[config.mk]
export PLATFORM = sky130hd
export DESIGN_NAME = wb_reg_bank_flat
export DESIGN_NICKNAME = d
export VERILOG_FILES = /design/src/rtl/wb_reg_bank_pkg.sv /design/src/rtl/wb_reg_bank_if.sv /design/src/rtl/wb_reg_bank_byte_reg.sv /design/src/rtl/wb_reg_bank.sv /design/src/flat_wrapper.sv
export SDC_FILE = /design/constraint.sdc
export NUM_CORES = 1
export LEC_CHECK = 0
export BUFFER_PORTS_ARGS = -buffer_cell sky130_fd_sc_hd__buf_4
export CORE_UTILIZATION = 30
export DETAILED_ROUTE_END_ITERATION = 16
export MAX_ROUTING_LAYER = met4
export SLEW_MARGIN = 20
export SYNTH_ARGS = -nofsm -noshare
export SYNTH_HDL_FRONTEND = slang
export SYNTH_HIERARCHICAL = 1
export SYNTH_SLANG_ARGS = --single-unit
[constraint.sdc]
create_clock -name iCLK -period 5.3 [get_ports iCLK]
set_input_delay 0.265 -clock iCLK [delete_from_list [all_inputs] [get_ports iCLK]]
set_output_delay 0.265 -clock iCLK [all_outputs]
set_load 0.05 [all_outputs]
[src/rtl/wb_reg_bank_pkg.sv]
// Shared types and widths for the wb_reg_bank register slave.
// Holds the FSM state encoding and the byte-lane merge helper.
package wb_reg_bank_pkg;

  localparam int WORD_W    = 32;
  localparam int SEL_W     = 4;
  localparam int ACK_DLY_W = 4;

  typedef enum logic [1:0] {
    IDLE,
    WAIT,
    RESP,
    HOLD
  } state_t;

  // Replace only the byte lanes whose select bit is set.
  function automatic logic [WORD_W-1:0] laneMerge(
    input logic [WORD_W-1:0] oldWord,
    input logic [WORD_W-1:0] newWord,
    input logic [SEL_W-1:0]  sel
  );
    logic [WORD_W-1:0] merged;
    merged = oldWord;
    for (int b = 0; b < SEL_W; b++) begin
      if (sel[b]) merged[8*b +: 8] = newWord[8*b +: 8];
    end
    return merged;
  endfunction

endpackage

[src/rtl/wb_reg_bank_if.sv]
// STB/WE/ACK peripheral bus bundle; the master drives requests, the slave returns completions.
interface wb_reg_bank_if;
  import wb_reg_bank_pkg::*;

  logic [WORD_W-1:0] iADR;
  logic [WORD_W-1:0] iDAT;
  logic [SEL_W-1:0]  iSEL;
  logic              iWE;
  logic              iSTB;
  logic [WORD_W-1:0] oDAT;
  logic              oACK;
  logic              oERR;

  modport master (
    output iADR, iDAT, iSEL, iWE, iSTB,
    input  oDAT, oACK, oERR
  );

  modport slave (
    input  iADR, iDAT, iSEL, iWE, iSTB,
    output oDAT, oACK, oERR
  );

endinterface

[src/rtl/wb_reg_bank_byte_reg.sv]
// wb_byte_reg: one 32-bit control word with per-byte write enables and a parametrised reset value.
module wb_byte_reg
  import wb_reg_bank_pkg::*;
#(
  parameter logic [WORD_W-1:0] RST_VAL = '0
) (
  input  logic              iCLK,
  input  logic              iRST_n,
  input  logic              iWE,
  input  logic [SEL_W-1:0]  iSEL,
  input  logic [WORD_W-1:0] iDAT,
  output logic [WORD_W-1:0] oQ
);

  always_ff @(posedge iCLK or negedge iRST_n) begin
    if (!iRST_n)  oQ <= RST_VAL;
    else if (iWE) oQ <= laneMerge(oQ, iDAT, iSEL);
  end

endmodule

[src/rtl/wb_reg_bank.sv]
// wb_reg_bank: NUM_RO read-only ID words plus NUM_RW byte-writable control words behind a bus window.
// Define WB_REG_BANK_ACCNT_EN to map an ack-counter word right after the RW words.
module wb_reg_bank
  import wb_reg_bank_pkg::*;
#(
  parameter logic [31:0]               BASE_ADDR = 32'h0200_0100,
  parameter int                        WIN_AW    = 8,
  parameter int                        NUM_RO    = 3,
  parameter int                        NUM_RW    = 4,
  parameter logic [NUM_RO*WORD_W-1:0]  RO_INIT   = {32'h0001_0003, 32'h0001_0002, 32'h0001_0001},
  parameter logic [NUM_RW*WORD_W-1:0]  RW_INIT   = '0,
  parameter int                        ACK_DLY   = 0
) (
  input  logic                     iCLK,
  input  logic                     iRST_n,
  wb_reg_bank_if.slave             bus,
  output logic [NUM_RW*WORD_W-1:0] oREG
);

`ifdef WB_REG_BANK_ACCNT_EN
  localparam int ACC_WORDS = 1;
`else
  localparam int ACC_WORDS = 0;
`endif
  localparam int                   NUM_WORDS = NUM_RO + NUM_RW + ACC_WORDS;
  localparam logic [31:0]          WIN_MASK  = 32'((64'd1 << WIN_AW) - 64'd1);
  localparam logic [ACK_DLY_W-1:0] WAIT_LAST = ACK_DLY_W'(ACK_DLY - 1);

  state_t                state;
  logic [ACK_DLY_W-1:0]  waitCnt;
  logic [WIN_AW-1:0]     offQ;
  logic [WORD_W-1:0]     datQ;
  logic [SEL_W-1:0]      selQ;
  logic                  weQ;
  logic                  errQ;
  logic [WORD_W-1:0]     datR;
  logic                  ackR;
  logic                  errR;

  logic                  hit;
  logic [WIN_AW-1:0]     decOff;
  logic                  decWe;
  int                    decIdx;
  logic                  decErr;
  logic [WORD_W-1:0]     rdWord;
  logic                  wrHit;
  int                    wrIdx;
  logic [WORD_W-1:0]     rwQ [NUM_RW];
`ifdef WB_REG_BANK_ACCNT_EN
  logic [WORD_W-1:0]     ackCnt;
`endif

  assign hit = (bus.iADR & ~WIN_MASK) == BASE_ADDR;

  // The response is computed on the edge entering RESP: from the live bus when ACK_DLY=0, else from the latch.
  always_comb begin
    decOff = (state == IDLE) ? bus.iADR[WIN_AW-1:0] : offQ;
    decWe  = (state == IDLE) ? bus.iWE : weQ;
    decIdx = int'(decOff[WIN_AW-1:2]);
    decErr = (decOff[1:0] != 2'b00) || (decIdx >= NUM_WORDS) ||
             (decWe && ((decIdx < NUM_RO) || (decIdx >= NUM_RO + NUM_RW)));
    rdWord = '0;
    for (int k = 0; k < NUM_RO; k++) begin
      if (decIdx == k) rdWord = RO_INIT[WORD_W*k +: WORD_W];
    end
    for (int k = 0; k < NUM_RW; k++) begin
      if (decIdx == NUM_RO + k) rdWord = rwQ[k];
    end
`ifdef WB_REG_BANK_ACCNT_EN
    if (decIdx == NUM_RO + NUM_RW) rdWord = ackCnt;
`endif
  end

  always_ff @(posedge iCLK or negedge iRST_n) begin
    if (!iRST_n) begin
      state   <= IDLE;
      waitCnt <= '0;
      offQ    <= '0;
      datQ    <= '0;
      selQ    <= '0;
      weQ     <= 1'b0;
      errQ    <= 1'b0;
      datR    <= '0;
      ackR    <= 1'b0;
      errR    <= 1'b0;
    end else begin
      ackR <= 1'b0;
      errR <= 1'b0;
      datR <= '0;
      case (state)
        IDLE: begin
          if (bus.iSTB && hit) begin
            offQ    <= bus.iADR[WIN_AW-1:0];
            datQ    <= bus.iDAT;
            selQ    <= bus.iSEL;
            weQ     <= bus.iWE;
            waitCnt <= '0;
            if (ACK_DLY == 0) begin
              state <= RESP;
              ackR  <= !decErr;
              errR  <= decErr;
              errQ  <= decErr;
              datR  <= decErr ? '0 : rdWord;
            end else begin
              state <= WAIT;
            end
          end
        end
        WAIT: begin
          if (waitCnt == WAIT_LAST) begin
            state <= RESP;
            ackR  <= !decErr;
            errR  <= decErr;
            errQ  <= decErr;
            datR  <= decErr ? '0 : rdWord;
          end else begin
            waitCnt <= waitCnt + 1'b1;
          end
        end
        RESP:    state <= HOLD;
        HOLD:    if (!bus.iSTB) state <= IDLE;
        default: state <= IDLE;
      endcase
    end
  end

  // Writes commit at the edge closing RESP, so a reset during WAIT discards them.
  assign wrHit = (state == RESP) && weQ && !errQ;
  assign wrIdx = int'(offQ[WIN_AW-1:2]);

  for (genvar k = 0; k < NUM_RW; k++) begin : gRw
    wb_byte_reg #(
      .RST_VAL(RW_INIT[WORD_W*k +: WORD_W])
    ) uReg (
      .iCLK  (iCLK),
      .iRST_n(iRST_n),
      .iWE   (wrHit && (wrIdx == NUM_RO + k)),
      .iSEL  (selQ),
      .iDAT  (datQ),
      .oQ    (rwQ[k])
    );
    assign oREG[WORD_W*k +: WORD_W] = rwQ[k];
  end

`ifdef WB_REG_BANK_ACCNT_EN
  always_ff @(posedge iCLK or negedge iRST_n) begin
    if (!iRST_n)                   ackCnt <= '0;
    else if (state == RESP && ackR) ackCnt <= ackCnt + 1'b1;
  end
`endif

  assign bus.oDAT = datR;
  assign bus.oACK = ackR;
  assign bus.oERR = errR;

endmodule

[src/flat_wrapper.sv]
// flat-port wrapper written by rule: the top's interface ports become plain ports
module wb_reg_bank_flat import wb_reg_bank_pkg::*;
#(
  parameter logic [31:0]               BASE_ADDR = 32'h0200_0100,
  parameter int                        WIN_AW    = 8,
  parameter int                        NUM_RO    = 3,
  parameter int                        NUM_RW    = 4,
  parameter logic [NUM_RO*WORD_W-1:0]  RO_INIT   = {32'h0001_0003, 32'h0001_0002, 32'h0001_0001},
  parameter logic [NUM_RW*WORD_W-1:0]  RW_INIT   = '0,
  parameter int                        ACK_DLY   = 0
)
  (iCLK, iRST_n, oREG, bus_iADR, bus_iDAT, bus_iSEL, bus_iWE, bus_iSTB, bus_oDAT, bus_oACK, bus_oERR);
  wb_reg_bank_if bus_i ();
  input  logic iCLK;
  input  logic iRST_n;
  output logic [NUM_RW*WORD_W-1:0] oREG;
  input wire logic [$bits(bus_i.iADR)-1:0] bus_iADR;
  input wire logic [$bits(bus_i.iDAT)-1:0] bus_iDAT;
  input wire logic [$bits(bus_i.iSEL)-1:0] bus_iSEL;
  input wire logic [$bits(bus_i.iWE)-1:0] bus_iWE;
  input wire logic [$bits(bus_i.iSTB)-1:0] bus_iSTB;
  output wire logic [$bits(bus_i.oDAT)-1:0] bus_oDAT;
  output wire logic [$bits(bus_i.oACK)-1:0] bus_oACK;
  output wire logic [$bits(bus_i.oERR)-1:0] bus_oERR;
  assign bus_i.iADR = bus_iADR;
  assign bus_i.iDAT = bus_iDAT;
  assign bus_i.iSEL = bus_iSEL;
  assign bus_i.iWE = bus_iWE;
  assign bus_i.iSTB = bus_iSTB;
  assign bus_oDAT = bus_i.oDAT;
  assign bus_oACK = bus_i.oACK;
  assign bus_oERR = bus_i.oERR;
  wb_reg_bank #(.BASE_ADDR(BASE_ADDR), .WIN_AW(WIN_AW), .NUM_RO(NUM_RO), .NUM_RW(NUM_RW), .RO_INIT(RO_INIT), .RW_INIT(RW_INIT), .ACK_DLY(ACK_DLY)) u_core (.iCLK(iCLK), .iRST_n(iRST_n), .bus(bus_i), .oREG(oREG));
endmodule
==> run metrics <==
reg2reg path depth=5; Placement Setup Slack=2.047 ns; Design Area, Final=roughly 13000 um2; drt wl/cell=roughly 20 um; Setup crit start kind=flip-flop; dpl hpwl=17410 um; clock tree root driver cell=clkbuf_16; CTS sink cnt=between 200 and 250; Die H=between 150 and 200 um; Layout area overhead=39.15%; Die W=about 180 um; Max Cap Viol=0; hold crit path type=primary input to flip-flop; vias=around 6.7k; final core utilization=a little over two fifths; Cells after Synth=roughly 670; I/O pin cnt=approximately 230; Final Hold Fails=0; Worst Hold Depth=2; maximum clock path buffer count=3; layout net count=about 1.0k; largest net degree at the start of global routing=between 100 and 150; top_reg_cell synth=dfrtp_1; first-pass GRT wire length=just over 40000 um; CP Class=flip-flop to flip-flop; Post-synth EDFFs=0; row count=62; period utilization=61.80%; simple-gate share of the synthesized area=about 7%; Pwr Density=324.5 nW/um2; DRC=0; critical path required time=~5.7 ns; most common cell in the netlist=dfrtp_1; Synth area leader=dfrtp_1; H-tree levels=1; leading post-synthesis cells by cell area=dfrtp_1 (60%), mux2_2 (22%), a311oi_1 (2.4%); Synth top area share=between 50% and 60%; unrepaired setup endpoints after global routing=false; nature of the critical path endpoint=flip-flop; Tot Pwr=about 4.1 mW; Compound-Gate Fraction of Synth Area=9.386%; Slew @ Worst Pin=just over 1 ns; core box area=between 20000 and 30000 um2; first-pass iteration count of the detailed router=4; Worst-path clk slew=~0.060 ns; largest family of logic cells by synthesized area=multiplexers; total gr overflow=0; Final Setup Violations=0; share of layout cells above drive strength 1=between 50% and 60%; synth cell count leaders=dfrtp_1 (214), mux2_2 (173), nand2_1 (39); critical path arrival=roughly 3.7 ns; Skew-Pair Late Insertion Delay=between 0.5 and 0.6 ns; Num CTS Buffers=25; number of global-route vias before repair=between 6k and 7k; Routed Antenna Nets=0; Die ar.=a little over 30000 um2; Iteration-0 DRC Markers=roughly 320; slew margin rel.=31.63%; worst vdd rail ir drop=about 0.00022 V; synthesized area=~9000 um2; CP Max Fanout=30; flop and latch count out of synthesis=~210; mux share of post-synthesis cell area=about 22%; Min Hold Slack=roughly 0.028 ns; # placed instances=between 1k and 1.5k; f_max=305.3 MHz; GP Congestion=between 0.8 and 0.9; setup repair bufs after CTS=0; minimum clock period after layout=3.275 ns; Cell Area, Placed=about 11000 um2; LEAKAGE=6.267 nW; status=completed; CTS tree=built; starting density of the core=between 30% and 40%; Port Buffer Count=233; Unique masters post-synth=53; Seq/Total Area, Yosys=~60%; YS warnings=6; share of flip-flops with an asynchronous set or reset=100.0%; clk_skew=around 0.013 ns; Synth Area in Adders=less than 1%; post-synthesis xor/xnor area fraction=0%; GRT Overall Usage=a little under a fifth; initial antenna violation count=2; syn_nets=roughly 740; DR vias/cell=about 5.0; setup_tns=0 ns; WL final=27090 um; Pins Over Slew Limit=0; Syn Area/Cell=13.51 um2; Final Worst Setup Slack=2.025 ns; post-route non-filler standard cell count=between 1k and 1.5k
==> registers in the layout, summed over array words and instances, names as in the netlist <==
name / cells
u_core/weQ: 1
u_core/bus.oERR: 1
u_core/selQ: 4
u_core/datQ: 32
u_core/offQ: 8
u_core/gRw.uReg/oQ: 128
u_core/bus.oACK: 1
u_core/errQ: 1
u_core/state: 2
u_core/bus.oDAT: 32
u_core/waitCnt: 4
==> layer usage <==
| metal | wire [um] | global-route usage, % | vias to the layer above | part of all wire (%) |
|---|---|---|---|---|
| met5 | 0 | - | - | 0 |
| met4 | 568 | 4.384 | 0 | 2.1 |
| met3 | 1750 | 4.112 | 44 | 6.5 |
| met2 | 12760 | 28.31 | 214 | 47 |
| met1 | 12010 | 23.49 | 3417 | 44 |
| li1 | - | - | 3050 | - |
==> logic make-up after synthesis <==
logic type      Yosys count
flops                   214
mux                     176
compound gates          121
simple gates            115
buf+inv                  38
fa+ha+maj                 1
==> path summary, 6_finish.rpt <==
check	start	endpoint	slack, ns
setup / recovery	u_core/state[0]	u_core/bus.oDAT[12]	2.02
hold / removal	bus_iSTB	u_core/state[1]	0.03
setup reg to reg	u_core/state[0]	u_core/bus.oDAT[12]	2.02
hold reg to reg	u_core/errQ	u_core/errQ	0.51
max in group asynchronous	iRST_n	u_core/bus.oDAT[30]	3.81
min in group asynchronous	iRST_n	u_core/waitCnt[0]	0.36
==> final cells by class <==
type | instances | area, um2
diodes | 2 | 5.005
flip-flops and latches | 214 | 5355
repair buffers | 285 | 2270
clock buffers | 35 | 723.2
fillers | 2698 | 16590
well taps | 384 | 480.5
multi-input cells | 413 | 3496
inverters | 6 | 22.52
clock inverters | 10 | 150.1
==> where the power goes <==
part | internal [mW] | switching, mW
combinational | 0.199 | 0.343
sequential | 1.67 | 0.0433
clock | 1.14 | 0.666
total | 3.00 | 1.05
==> timing repair <==
action / in CTS / in global routing
hold buffers: 44 / 0
endpoints found under the hold margin: 134 / 0
resized for setup: 0 / 0
==> cells in the final DEF, fill, tap and decap left out, types with 9 or more instances in the layout <==
cell type | Yosys | routed
mux2_2 | 173 | 173
buf_4 | 1 | 239
nand3_1 | 9 | 9
o22ai_1 | 30 | 30
nand2_1 | 39 | 38
dlygate4sd3_1 | 0 | 44
a311oi_1 | 25 | 25
nand2_2 | 16 | 17
nor2_1 | 13 | 13
dfrtp_1 | 214 | 214
clkbuf_16 | 0 | 25
o21ai_0 | 37 | 37
==> critical path, stage by stage, from the launching register on <==
cell and delay [ns]:
dfrtp_1 0.64, or2_1 0.47, mux2_2 0.70, nand2_2 0.78
o22ai_1 0.20, a311oi_1 0.34
Power figures use the tool's default switching activity.
